<file path="config.mk">
export PLATFORM = sky130hd
export DESIGN_NAME = aes_key_expand
export DESIGN_NICKNAME = d
export VERILOG_FILES = /design/src/rtl/aes_key_expand.sv
export SDC_FILE = /design/constraint.sdc
export NUM_CORES = 1
export LEC_CHECK = 0
export BUFFER_PORTS_ARGS = -buffer_cell sky130_fd_sc_hd__buf_2
export CAP_MARGIN = 25
export CORE_MARGIN = 8
export CORE_UTILIZATION = 45
export DETAILED_ROUTE_END_ITERATION = 7
export PLACE_DENSITY = 0.67
export REMOVE_ABC_BUFFERS = 1
export SLEW_MARGIN = 20
export SYNTH_ARGS = -nofsm -noshare
export SYNTH_HDL_FRONTEND = slang
export SYNTH_SLANG_ARGS = --single-unit
</file>
<file path="constraint.sdc">
create_clock -name clk -period 4.64 [get_ports clk]
set_input_delay 0.928 -clock clk [delete_from_list [all_inputs] [get_ports clk]]
set_output_delay 0.928 -clock clk [all_outputs]
set_load 0.01 [all_outputs]
</file>
<file path="src/rtl/aes_key_expand.sv">
// Word-serial AES-128/192/256 key schedule producing Nr+1 round keys on a
// valid/ready stream; SubWord is performed by an external combinational S-box.
module aes_key_expand #(
    parameter int MAX_NK = 8,
    parameter int KEY_W  = 32 * MAX_NK
) (
    input  logic             clk,
    input  logic             nrst,
    input  logic             flush,
    input  logic             start,
    input  logic [1:0]       key_len,
    input  logic [KEY_W-1:0] key_i,
    output logic             ready,
    output logic             err,
    output logic [31:0]      sub_o,
    input  logic [31:0]      sub_i,
    output logic             rk_valid,
    input  logic             rk_ready,
    output logic [127:0]     rk_data,
    output logic [3:0]       rk_idx,
    output logic             rk_last
);
    localparam int IW = (MAX_NK > 1) ? $clog2(MAX_NK) : 1;

    typedef enum logic [1:0] {IDLE, GEN, DRAIN} state_t;
    state_t state, state_nxt;

    logic [1:0]    klen;
    logic [31:0]   win [MAX_NK];
    logic [31:0]   rk_buf [3];
    logic [5:0]    idx;
    logic [3:0]    modc;
    logic [7:0]    rcon;

    logic [3:0]    nk, nr, in_nk;
    logic [IW-1:0] nk_m1;
    logic [5:0]    nw_last;
    logic          legal, accept, stall, advance, rk_load, rk_pop, expand_phase;
    logic [31:0]   prev_w, temp, new_w;

    always_comb begin
        case (klen)
            2'b00:   begin nk = 4'd4; nr = 4'd10; end
            2'b01:   begin nk = 4'd6; nr = 4'd12; end
            default: begin nk = 4'd8; nr = 4'd14; end
        endcase
        nk_m1   = IW'(nk - 4'd1);
        nw_last = {nr, 2'b11};
    end

    always_comb begin
        case (key_len)
            2'b00:   in_nk = 4'd4;
            2'b01:   in_nk = 4'd6;
            default: in_nk = 4'd8;
        endcase
        legal = (key_len != 2'b11) && (32'(in_nk) <= 32'(MAX_NK));
    end

    assign ready        = (state == IDLE);
    assign accept       = (state == IDLE) && start && legal;
    assign expand_phase = ({2'b00, nk} <= idx);
    assign stall        = (idx[1:0] == 2'b11) && rk_valid && !rk_ready;
    assign advance      = (state == GEN) && !stall;
    assign rk_load      = advance && (idx[1:0] == 2'b11);
    assign rk_pop       = rk_valid && rk_ready;

    // Window is a shift register: win[0] = w[i-Nk], win[Nk-1] = w[i-1].
    // During i<Nk it simply rotates, so the key words come out of win[0] in order.
    always_comb begin
        prev_w = win[nk_m1];
        temp   = prev_w;
        sub_o  = '0;
        new_w  = win[0];
        if (state == GEN && expand_phase) begin
            if (modc == 4'd0) begin
                sub_o = {prev_w[23:0], prev_w[31:24]};
                temp  = sub_i ^ {rcon, 24'h0};
            end else if (nk == 4'd8 && modc == 4'd4) begin
                sub_o = prev_w;
                temp  = sub_i;
            end
            new_w = win[0] ^ temp;
        end
    end

    always_comb begin
        state_nxt = state;
        if (flush) begin
            state_nxt = IDLE;
        end else begin
            case (state)
                IDLE:    if (start && legal) state_nxt = GEN;
                GEN:     if (advance && idx == nw_last) state_nxt = DRAIN;
                DRAIN:   if (rk_pop && rk_last) state_nxt = IDLE;
                default: state_nxt = IDLE;
            endcase
        end
    end

    always_ff @(posedge clk or negedge nrst) begin
        if (!nrst) state <= IDLE;
        else       state <= state_nxt;
    end

    always_ff @(posedge clk or negedge nrst) begin
        if (!nrst) begin
            klen     <= '0;
            idx      <= '0;
            modc     <= '0;
            rcon     <= 8'h01;
            err      <= 1'b0;
            rk_valid <= 1'b0;
            rk_data  <= '0;
            rk_idx   <= '0;
            rk_last  <= 1'b0;
            for (int unsigned j = 0; j < MAX_NK; j++) win[j] <= '0;
            for (int unsigned j = 0; j < 3; j++) rk_buf[j] <= '0;
        end else if (flush) begin
            klen     <= '0;
            idx      <= '0;
            modc     <= '0;
            rcon     <= 8'h01;
            err      <= 1'b0;
            rk_valid <= 1'b0;
            rk_data  <= '0;
            rk_idx   <= '0;
            rk_last  <= 1'b0;
            for (int unsigned j = 0; j < MAX_NK; j++) win[j] <= '0;
            for (int unsigned j = 0; j < 3; j++) rk_buf[j] <= '0;
        end else begin
            err <= (state == IDLE) && start && !legal;

            if (accept) begin
                klen <= key_len;
                idx  <= '0;
                modc <= '0;
                rcon <= 8'h01;
                for (int unsigned j = 0; j < MAX_NK; j++)
                    win[j] <= key_i[KEY_W-1-32*j -: 32];
            end

            if (advance) begin
                for (int unsigned j = 0; j < MAX_NK - 1; j++) win[j] <= win[j+1];
                win[nk_m1] <= new_w;
                if (idx[1:0] != 2'b11) rk_buf[idx[1:0]] <= new_w;
                idx  <= idx + 6'd1;
                modc <= (modc == nk - 4'd1) ? 4'd0 : modc + 4'd1;
                if (expand_phase && modc == 4'd0)
                    rcon <= {rcon[6:0], 1'b0} ^ (rcon[7] ? 8'h1b : 8'h00);
            end

            if (rk_load) begin
                rk_valid <= 1'b1;
                rk_data  <= {rk_buf[0], rk_buf[1], rk_buf[2], new_w};
                rk_idx   <= idx[5:2];
                rk_last  <= (idx[5:2] == nr);
            end else if (rk_pop) begin
                rk_valid <= 1'b0;
            end
        end
    end

endmodule
</file>
# Yosys cells after proc, flatten, opt, wreduce, memory -nomap -nowiden
# Index checks and enable logic that the tools add are counted.
[classes] n_addsub=3 order_cmp=6 n_eq_ne=15 muxes=55 bitwise=5 n_reduce_logical=32
[ops] op="$mux W256" count=4
[ops] op="$mux W32" count=11
[ops] op="$mux W96" count=3
[ops] op="$bwmux W256" count=1
[ops] op="$mux W128" count=2
[ops] op="$bmux W32 S3" count=1
[ops] op="$bwmux W96" count=1
[ops] op="$demux W32 S3" count=1
[ops] op="$demux W32 S2" count=1
[ops] op="$xor A32 B32 Y32" count=2
[ops] op="$mux W8" count=4
[ops] op="$mux W4" count=6
[ops] op="$mux W6" count=3
[ops] op="$logic_and A1 B1 Y1" count=17
[ops] op="$pmux W4 S2" count=2
[ops] op="$mux W2" count=6
[ops] op="$eq A4 B4 Y1" count=2
[ops] op="$reduce_bool A2 Y1" count=4
[ops] op="$xor A8 B5 Y8" count=1
[ops] op="$add A6 B1 Y6 const B" count=1
[ops] op="$eq A2 B1 Y1 const B" count=3
[ops] op="$eq A6 B6 Y1" count=1
[ops] op="$le A4 B6 Y1" count=1
[ops] op="$logic_not A2 Y1" count=3
[ops] op="other kinds (24)" count=35
[word_totals] ff_bits=509 input_bits=295 out_inout_bits=168 elab_cells=137

# Longest topological paths before layout
[depth] ltp_word=16 ltp_mapped=13

# Least setup slack after synthesis
# No wires, ideal clock.
[synth_path] kind="register to output" from="register klen[1]" to="output port sub_o[0]" arrival_ns=3.073 slack_ns=0.639 path_stages_with_launch=11 path_buffers=3 path_cell_list="dfrtp_1 inv_2 clkbuf_1 clkbuf_1 ha_1 and4b_1 a2111oi_4 nor2_1 nand3_1 clkbuf_1 a221oi_1"
[synth_between] elab_chain_cells=10
[synth_lines] item="start: declaration" line="28" text="logic [1:0] klen;"
[synth_lines] item="start signal: assignment" line="135" text="klen <= key_len;"
[synth_lines] item="$eq A2 B1 Y1 / $logic_not A2 Y1 (equally long branches)" line="42" text="case (klen)"
[synth_lines] item="$pmux W4 S2 *" line="42"
[synth_lines] item="$sub A4 B1 Y4"
[synth_lines] item="$not A3 Y4 (implied by the code)" line="71" text="prev_w = win[nk_m1];"
[synth_lines] item="$bmux W32 S3" line="71"
[synth_lines] item="$mux W32 (implied by the code) (2 in series)" line="71"
[synth_lines] item="$mux W32" line="79" text="end else if (nk == 4'd8 && modc == 4'd4) begin"
[synth_lines] item="$mux W32" line="76" text="if (modc == 4'd0) begin"
[synth_lines] item="$mux W32 *" line="75" text="if (state == GEN && expand_phase) begin"
[synth_lines] item="end: declaration" line="15" text="output logic [31:0] sub_o,"
# Every way passes the cells marked *; elsewhere a longest branch is shown, timed or not. The select of a mux whose other input is x is not followed.

# Final worst setup path
[layout_path] from="register klen[1]" to="output port sub_o[21]"
# Same word-level chain as after synthesis.

==> key figures <==
Placement
  – Dpl cell area: around 0.028 mm²
  – Dpl hpwl: ~65000 µm
  – Port Buffer Count: ~460
  – GPL Wtd Cong: ~0.9
  – Cell count after placement: 4037

Critical path
  – Critical R2R Launch: klen[1]
  – CP max-delay cell: a221oi_1
  – Reg-to-Reg End: rk_buf[63]
  – Critical setup path kind: flip-flop to output port
  – Delay-heaviest family, CP: compound AO/OA/AOI/OAI gates
  – Setup crit end: sub_o[21]
  – Worst setup path start: klen[1]
  – Worst EP required: 3.71 ns
  – CP Cell Sequence: ha_1 -> a21oi_1 -> a2111oi_4 -> nor2_1 -> nand3_1 -> a221oi_1 -> buf_2
  – Max stage delay on crit path: slightly above 0.6 ns
  – Max FO, Critical Path: 16
  – Worst Setup End Kind: output port
  – Worst reg2reg path depth: 8
  – Worst path depth: 7
  – Crit path buffers/inverters: 1
  – R2R Setup Slk: around 1.1 ns
  – Worst path arrival time: 3.37 ns
  – CP startpoint kind: flip-flop

Logic synthesis
  – Ys async rst share: 1.000
  – Synth top area cells: dfrtp_1 (50%), nand2_1 (11%), nor2_1 (7.2%), a311oi_1 (6.3%), a21oi_1 (4.0%)
  – Yosys cell types: 55
  – Yosys top cell area share: 0.4969
  – Post-Syn Area: 0.02558 mm²
  – Synthesis-stage register bit count: 509
  – Count leader, synth: nand2_1
  – Post-synthesis xor/xnor area fraction: 0.01609
  – Post-Syn Instances: around 3000
  – Seq/Total Area, Yosys: 0.4980
  – Mux share of post-synthesis cell area: 0.01643
  – Simple-Gate Fraction of Synth Area: 0.2394
  – Number of flops mapped to enable cells by yosys: 0
  – Mean post-synth cell area: roughly 8.4 µm²
  – Ys Warns: 0
  – Cell taking the most area after synthesis: dfrtp_1
  – Largest family of logic cells by synthesized area: simple AND/OR/NAND/NOR gates
  – Adder-Cell Fraction of Synth Area: 0.004402
  – Compound-Gate Fraction of Synth Area: 0.1799
  – Top cells by count, synth: nand2_1 (757), dfrtp_1 (508), nor2_1 (490)
  – Primary FF master, synth: dfrtp_1

Timing
  – Min Clock Period, post-route: 4.301 ns
  – Fmax: 232.5 MHz
  – Hold violation count in the final report: 0
  – Period utilization: 0.9268
  – RSZ-0062 raised after global routing: no
  – Final Max Tran Viols: 0
  – Final hold slack: 0.3969 ns
  – Worst-margin pin slew: approximately 1.1 ns
  – Max transition margin: 0.2621
  – Clock skew: just under 0.03 ns
  – Final setup vio count: 0

Clock network
  – Hold Buf Count CTS: 0
  – Post-CTS setup buffer count: 0
  – CTS tree: built
  – CTS Buffer Depth: 3
  – Worst-Skew Late Latency: 0.63 ns
  – Post_cts resized: 0
  – Total CTS buffers: between 50 and 60
  – # clock sinks: ~510
  – Root buffer cell: clkbuf_16
  – Clk pin slew, worst setup/hold paths: about 0.070 ns
  – Htree depth: 2

Drt
  – DR pass1 iterations: 6
  – Routed vias/inst: just under 6
  – Post-route ant nets: 0
  – DR vias: about 25000
  – DR iter-0 viols: roughly 2500
  – WL final: between 90000 and 100000 µm
  – WL per Instance: 23.41 µm
  – Drt drc: 0

Floorplanning
  – Die W: about 250 µm
  – Row count: between 80 and 90
  – Initial Util: 0.4545
  – Die Span Y: between 200 and 300 µm
  – Core footprint: 0.05628 mm²
  – Total Die Area: between 0.06 and 0.07 mm²
  – IO Count: ~460

Final layout
  – Final #Nets: between 3000 and 4000
  – Area Growth Syn to Fin: 18.53%
  – Finished Layout Cells: 4139
  – Share of layout cells above drive strength 1: 0.2038
  – Final Instance Area: between 0.03 and 0.04 mm²

Power and ir drop
  – Leak: between 10 and 15 nW
  – PwrDens: 369.3 mW/mm²
  – Worst VDD drop: roughly 0.00027 V
  – Total power: between 0.01 and 0.015 W

Global route
  – Initial antenna violation count: 10
  – First-pass GRT wire length: between 100000 and 150000 µm
  – Vias in the first global route: 24940
  – GRT overflow: 0
  – GRT Util Overall: 0.2926
  – Largest net degree at the start of global routing: about 180

Outcome
  – Status: finished, final reports clean

Hold path
  – Hold crit path type: primary input to asynchronous set/reset pin

Run
  – Max Cap Viol: 0
cells in the final DEF, fill, tap and decap left out, drive strengths merged, types with 8 or more instances in the layout:
cell type	n
dfrtp	508
clkbuf	77
a221oi	24
nand2	757
nand2b	15
buf	516
a21o	16
a21oi	205
a211oi	56
inv	9
nor3	150
or3	11
o22ai	8
ha	9
nor2b	26
o21ai	100
nand3	37
nor2	490
a221o	16
a311oi	184
clkinv	11
a31o	8
nor3b	8
o221ai	8
mux2	16
mux2i	24
o31ai	8
xor2	28
state kept, by name, summed over array words and instances (netlist names):
name      count
rcon          8
win         256
rk_idx        4
state         2
klen          2
rk_buf       96
rk_last       1
rk_valid      1
rk_data     128
idx           6
modc          4
err           1
through the flow:
stage          worst slack, ns  TNS (ns)    util
2_1_floorplan           -15.18  -2448.40       -
3_3_place_gp             1.057         0  0.5041
3_5_place_dp             1.002         0  0.5060
4_1_cts                 0.3447         0  0.5385
5_1_grt                 0.1306         0  0.5387
6_report                0.3394         0  0.5388
report_power, final:
group	switching, W	total, W	internal, W
clock network	0.00189	0.00454	0.00265
logic	0.00120	0.00175	0.000549
registers	0.000208	0.00491	0.00470
worst min-delay path by stage:
stage          slack [ns]  depth (start not counted)          end    start
6_report             0.40                          1     win[162]     nrst
5_1_grt              0.45                          1     win[162]     nrst
4_1_cts              0.42                          1  rk_data[79]     nrst
3_5_place_dp         0.48                          2      win[84]  win[84]
3_3_place_gp         0.47                          2      win[74]  win[74]
2_1_floorplan        0.46                          2      win[70]  win[70]
worst reg2reg max path, cell delays in order (launching register included):
cell       delay (ns)
dfrtp_4          0.59
ha_1             0.36
a21oi_1          0.11
a2111oi_4        0.38
buf_4            0.53
nand2b_1         0.48
nor3_1           0.15
nor2_1           0.63
a211oi_1         0.16
cell type report:
class | instances | area [µm²]
tap | 756 | 945.9
timing repair buffer | 516 | 2985
fill | 5292 | 25960
sequential | 509 | 12740
clock inverter | 18 | 236.5
inverter | 8 | 30.03
antenna | 7 | 17.52
multi-input combinational | 2248 | 11770
clock buffer | 77 | 1590
layer usage:
metal  part of all wire  vias up  global-route usage
met4              0.049        6              0.1397
met5            0.00044        -                   0
met2               0.46     1243              0.4614
met3              0.087      253             0.05756
met1               0.40    12140              0.3862
li1                   -    11050                   -
cells by family (layout without fill, tap and decap cells):
kind of cell             count (synthesis)  in the layout
AO/OA/AOI/OAI                          654            654
adder cells (fa/ha/maj)                  9              9
flip-flops                             509            509
other                                    0              7
XOR/XNOR                                35             35
buffers and inverters                  284            619
AND/OR/NAND/NOR                       1510           1510
multiplexers                            40             40
Note: power is estimated with default switching activity, not from simulation.
